### src/rtl/uart_rx_cfg.sv
// Configurable UART receiver: 3-flop synchronized line, 2-of-3 majority bit sampling,
// optional parity, 1 or 2 stop bits, break handling via WAIT_HI.
module uart_rx_cfg #(
    parameter int CLK_FREQ  = 50000000,
    parameter int BAUD      = 9600,
    parameter int DATA_BITS = 8,
    parameter int PARITY    = 0,
    parameter int STOP_BITS = 1
) (
    input  logic                 sclk_50M,
    input  logic                 s_rst,
    input  logic                 rx,
    output logic [DATA_BITS-1:0] rx_data,
    output logic                 done_flag,
    output logic                 parity_err,
    output logic                 frame_err
);
    localparam int BAUD_DIV = CLK_FREQ / BAUD;
    localparam int BAUD_M   = BAUD_DIV / 2 - 1;
    localparam int CW       = $clog2(BAUD_DIV);

    generate
        if (DATA_BITS < 5 || DATA_BITS > 9 || STOP_BITS < 1 || STOP_BITS > 2 ||
            PARITY < 0 || PARITY > 2 || BAUD_DIV < 8) begin : g_bad_cfg
            $error("uart_rx_cfg: illegal parameter combination");
        end
    endgenerate

    typedef enum logic [2:0] {IDLE, START, DATA, PAR, STOP, WAIT_HI} state_t;
    state_t state, state_nxt;

    logic [2:0]           sync;
    logic                 rx_s, rx_prev, fall;
    logic [CW-1:0]        baud_cnt;
    logic [3:0]           bit_cnt;
    logic                 samp_a, samp_b, maj;
    logic [DATA_BITS-1:0] shreg;
    logic                 par_bad, stop_bad, frame_bad;
    logic                 at_dec, at_wrap, last_data, last_stop;
    logic                 shift_en, par_en, stop_en, finish;

    assign rx_s      = sync[2];
    assign fall      = rx_prev & ~rx_s;
    assign at_dec    = (baud_cnt == CW'(BAUD_M + 1));
    assign at_wrap   = (baud_cnt == CW'(BAUD_DIV - 1));
    assign maj       = (samp_a & samp_b) | (samp_a & rx_s) | (samp_b & rx_s);
    assign last_data = (bit_cnt == 4'(DATA_BITS - 1));
    assign last_stop = (bit_cnt == 4'(STOP_BITS - 1));
    assign frame_bad = stop_bad | ~maj;

    always_ff @(posedge sclk_50M) begin
        if (s_rst) state <= IDLE;
        else       state <= state_nxt;
    end

    always_comb begin
        state_nxt = state;
        case (state)
            IDLE:    if (fall) state_nxt = START;
            START: begin
                if (at_dec && maj)  state_nxt = IDLE;
                else if (at_wrap)   state_nxt = DATA;
            end
            DATA:    if (at_wrap && last_data) state_nxt = (PARITY != 0) ? PAR : STOP;
            PAR:     if (at_wrap) state_nxt = STOP;
            // Leave at the last stop-bit decision so a start edge in its second half is caught
            STOP:    if (at_dec && last_stop) state_nxt = frame_bad ? WAIT_HI : IDLE;
            WAIT_HI: if (rx_s) state_nxt = IDLE;
            default: state_nxt = IDLE;
        endcase
    end

    always_comb begin
        shift_en = 1'b0;
        par_en   = 1'b0;
        stop_en  = 1'b0;
        finish   = 1'b0;
        case (state)
            DATA: shift_en = at_dec;
            PAR:  par_en   = at_dec;
            STOP: begin
                stop_en = at_dec;
                finish  = at_dec & last_stop;
            end
            default: ;
        endcase
    end

    always_ff @(posedge sclk_50M) begin
        if (s_rst) begin
            sync       <= '1;
            rx_prev    <= 1'b1;
            baud_cnt   <= '0;
            bit_cnt    <= '0;
            samp_a     <= 1'b0;
            samp_b     <= 1'b0;
            shreg      <= '0;
            par_bad    <= 1'b0;
            stop_bad   <= 1'b0;
            rx_data    <= '0;
            done_flag  <= 1'b0;
            parity_err <= 1'b0;
            frame_err  <= 1'b0;
        end else begin
            sync    <= {sync[1:0], rx};
            rx_prev <= rx_s;

            // Held at zero while idle so START always begins from count 0
            if (state == IDLE || state == WAIT_HI) baud_cnt <= '0;
            else if (at_wrap)                     baud_cnt <= '0;
            else                                  baud_cnt <= baud_cnt + 1'b1;

            if (baud_cnt == CW'(BAUD_M - 1)) samp_a <= rx_s;
            if (baud_cnt == CW'(BAUD_M))     samp_b <= rx_s;

            if (state != DATA && state != STOP)  bit_cnt <= '0;
            else if (at_wrap) begin
                if (state == DATA && last_data)  bit_cnt <= '0;
                else                             bit_cnt <= bit_cnt + 1'b1;
            end

            if (shift_en) shreg <= {maj, shreg[DATA_BITS-1:1]};
            if (par_en)   par_bad <= (PARITY == 1) ? ~(^shreg ^ maj) : (^shreg ^ maj);

            if (state == START)        stop_bad <= 1'b0;
            else if (stop_en && !maj)  stop_bad <= 1'b1;

            done_flag <= finish;
            if (finish) begin
                rx_data    <= shreg;
                parity_err <= par_bad;
                frame_err  <= frame_bad;
            end
        end
    end
endmodule

### config.mk
export PLATFORM = sky130hd
export DESIGN_NAME = uart_rx_cfg
export DESIGN_NICKNAME = d
export VERILOG_FILES = /design/src/rtl/uart_rx_cfg.sv
export SDC_FILE = /design/constraint.sdc
export NUM_CORES = 1
export LEC_CHECK = 0
export ABC_AREA = 1
export ABC_CLOCK_PERIOD_IN_PS = 1700
export CAP_MARGIN = 20
export CELL_PAD_IN_SITES_DETAIL_PLACEMENT = 1
export CELL_PAD_IN_SITES_GLOBAL_PLACEMENT = 1
export CORE_MARGIN = 2
export CORE_UTILIZATION = 25
export CTS_CLUSTER_SIZE = 12
export DETAILED_ROUTE_END_ITERATION = 8
export GPL_TIMING_DRIVEN = 0
export PLACE_DENSITY_LB_ADDON = 0.1
export SYNTH_ARGS = -nofsm -noshare
export SYNTH_HDL_FRONTEND = slang
export SYNTH_SLANG_ARGS = --single-unit
### constraint.sdc
create_clock -name sclk_50M -period 1.7 [get_ports sclk_50M]
set_input_delay 0.34 -clock sclk_50M [delete_from_list [all_inputs] [get_ports sclk_50M]]
set_output_delay 0.34 -clock sclk_50M [all_outputs]
set_load 0.02 [all_outputs]
==> flow_metrics.py <==
metrics = {
    "outcome": {
        "status": "completed",
    },
    "placement": {
        "gp_congestion": 0.735,
        "pre_cts_ws_ns": -0.101,
        "dp_cells": 442,
        "portBuffers": 12,
        "dp_hpwl_um": 4410,
    },
    "worst_setup_path": {
        "worst_r2r_endpoint": "state[1]",
        "critical_path.endpoint_type": "output port",
        "worstPathRequired_ns": 1.36,
        "reg2reg_depth": 10,
        "path_cells": "clkdlybuf4s50_1",
        "cpPeakStageDelay_ns": 0.61,
        "path_delay_family": "buffers and inverters",
        "path_class": "flop to output port",
        "r2r-start": "bit_cnt[0]",
        "start_kind": "flop",
        "path_buf_inv": 1,
        "cp_slowest_cell": "clkdlybuf4s50_1",
        "crit_start": "rx_data[0]",
        "rrSetupSlack_ns": 0.13,
        "path_max_fanout": 2,
        "arrival_ns": 1.26,
    },
    "cts": {
        "clockBufferDepth": 2,
        "cts-root-buf": "clkbuf_8",
        "clk_pin_slew_ns": 0.09,
        "cts_buffers": 5,
        "insertion_delay_ns": 0.31,
        "cts_max_level": 2,
        "clock-sinks": 47,
        "ctsHoldBuffers": 0,
        "cts_tree": "built",
    },
    "worst_hold_path": {
        "hold_path_class": "flop to flop",
        "whs_endpoint": "sync[2]",
        "hold_depth": 1,
        "worstHoldStart": "sync[1]",
    },
    "synth": {
        "async_reset_ff_share_pct": 0,
        "synth_edf_count": 0,
        "syn_nets": 327,
        "syn_area_um2": 2330,
        "avgSynthCellArea_um2": 7.32,
        "synthTopCellsByCount": "nand2_1, dfxtp_1, nand3_1",
        "synth-seq-cells": 47,
        "dominantRegCellSynth": "dfxtp_1",
        "synth_area_leader_cell": "dfxtp_1",
        "synthTopCellsByArea": "dfxtp_1, nand2_1, nand3_1",
        "ys_types": 35,
        "ys_seq_area_share_pct": 40.3,
        "synth-warning-count": 0,
        "synth_cells": 319,
        "synth_top_area_share_pct": 40.3,
        "synth.most_common_cell": "nand2_1",
    },
    "timing": {
        "setup_viol": 0,
        "fin_crit_sh_pct": 94.0,
        "hold_viol": 0,
        "maxSlewHeadroom_pct": 68.9,
        "fmax_mhz": 626,
        "fin_crit_ns": 1.60,
        "worst_slew_pin_slew_ns": 0.466,
        "finalClockSkew_ns": 0.0116,
        "fin_ws_ns": 0.101,
        "rsz0062_at_grt": "yes",
        "slew_violations": 0,
        "setup_tns_ns": 0,
    },
    "global_routing": {
        "grt_pass1_vias": 1999,
        "grt-ovfl-total": 0,
        "antenna_found_initial": 0,
        "grt_first_pass_wirelength_um": 9700,
        "grtUsageTotal_pct": 12.3,
        "grt_max_degree": 17,
    },
    "pwr": {
        "pwr-share-clk_pct": 33.8,
        "intPower_mw": 2.03,
        "combPwrFrac_pct": 25.8,
        "p_seq_share_pct": 40.4,
        "max-vdd-ir-drop_mv": 0.458,
        "p_leak_nw": 0.991,
        "cellPowerDensity_nw_per_um2": 1080,
        "totalPowerFinal_mw": 3.03,
        "swShare_pct": 33.2,
        "p_sw_mw": 1.01,
    },
    "die": {
        "io_pins": 14,
        "start_util_pct": 25.5,
        "core_um2": 9150,
        "die_h_um": 101,
        "dieArea_um2": 10100,
        "dieWidth_um": 101,
        "rows": 35,
    },
    "final_layout": {
        "nFillCells": 1130,
        "syn_to_final_growth_pct": 20.5,
        "fin_cells": 451,
        "diodes": 0,
        "drive_above_1_share_pct": 15.6,
        "fin_nets": 347,
    },
    "route": {
        "drtPass1Iterations": 4,
        "drt_wl_total_um": 5820,
        "post-route-drc-count": 0,
        "vias": 2055,
        "via_per_inst": 4.56,
        "wl_per_cell_um": 12.9,
        "drt_iter0_drc": 56,
        "final_antenna_net_count": 0,
    },
    "flow_run": {
        "cap_violations": 0,
    },
}
-- worst max-delay path by stage --
stage | cells after the start | end
2_1_floorplan | 8 | baud_cnt[10]
3_3_place_gp | 8 | state[1]
3_5_place_dp | 8 | baud_cnt[10]
4_1_cts | 7 | bit_cnt[1]
5_1_grt | 10 | rx_data[5]
6_report | 1 | rx_data[0]
-- power by group through the flow --
| stage | clock, mW | sequential, mW | combinational (mW) |
|---|---|---|---|
| finish | 1.02 | 1.23 | 0.782 |
| global placement | 0 | 1.24 | 0.755 |
| floorplan | 0 | 1.22 | 0.591 |
| detailed placement | 0 | 1.24 | 0.767 |
| global route | 1.11 | 1.24 | 0.892 |
| CTS | 1.07 | 1.22 | 0.768 |
-- state kept, by name (all words and copies together) (netlist names), 3 cells and up --
| signal | cells |
|---|---|
| bit_cnt | 4 |
| sync | 3 |
| shreg | 8 |
| state | 3 |
| rx_data | 8 |
| baud_cnt | 13 |
-- final cells by class --
class | instances | area (um2) | share of cell area [%]
multi-input cells | 224 | 1250 | 44.6
flip-flops and latches | 47 | 945 | 33.6
inverters | 39 | 146 | 5.20
well taps | 111 | 139 | 4.94
repair buffers | 13 | 128 | 4.54
clock inverters | 3 | 71.3 | 2.54
clock buffers | 5 | 68.8 | 2.45
plain buffers | 9 | 61.3 | 2.18
-- per-layer routing --
metal | wire length, um | up-vias | track usage, %
met4 | 58 | 0 | 3.48
met5 | 0 | - | 0
met2 | 2760 | 18 | 21.2
met1 | 2840 | 952 | 15.5
li1 | - | 1080 | -
met3 | 150 | 5 | 2.50
-- cell usage in the layout (no fill, tap or decap), types with 2 or more instances in the layout --
master	netlist	final
inv_1	34	34
nor2_4	3	6
inv_2	4	4
buf_4	3	4
a21oi_1	30	29
buf_6	1	2
nor3_1	8	7
o21a_1	3	3
a211oi_1	4	4
nand3_1	40	38
nand4_1	3	3
o21bai_1	2	2
or2_2	4	4
nand2_1	57	56
ha_1	5	4
nand3_2	2	4
xnor2_1	4	4
nor3b_2	1	2
dfxtp_1	47	44
clkbuf_8	0	5
bufinv_16	0	2
dfxtp_2	0	3
nand2_2	3	4
nor3b_1	5	4
clkdlybuf4s50_1	0	12
o21ai_0	3	3
xor2_1	3	3
nor2_2	7	5
clkbuf_1	3	3
nor2_1	30	29
-- repair_timing --
item | in CTS | in global routing
cloned | 0 | 0
setup endpoints to repair | 15 | 29
setup buffers | 1 | 0
pin swaps | 1 | 2
hold endpoints to repair | 0 | 0
gates resized for setup | 5 | 14
-- metrics by stage --
| step | util [%] | instance area (um2) | hold slack, ns |
|---|---|---|---|
| 5_1_grt | 30.7 | 2810 | 0.430 |
| 3_5_place_dp | 28.3 | 2590 | 0.397 |
| 4_1_cts | 30.1 | 2760 | 0.422 |
| 2_1_floorplan | - | 2330 | 0.389 |
| 6_report | 30.7 | 2810 | 0.417 |
| 3_3_place_gp | 28.3 | 2590 | 0.390 |
-- logic make-up (layout without fill, tap and decap cells) --
logic type / Yosys count / count (layout) / synth area share (%)
adders and majority gates: 5 / 5 / 2.68
DFF: 47 / 47 / 40.3
AOI/OAI and AO/OA: 44 / 44 / 10.5
and+or+nand+nor: 168 / 168 / 35.3
xor gates and xnor gates: 7 / 7 / 2.63
buffers and inverters: 48 / 69 / 8.63
No activity file was read; power rests on OpenSTA's default activity.
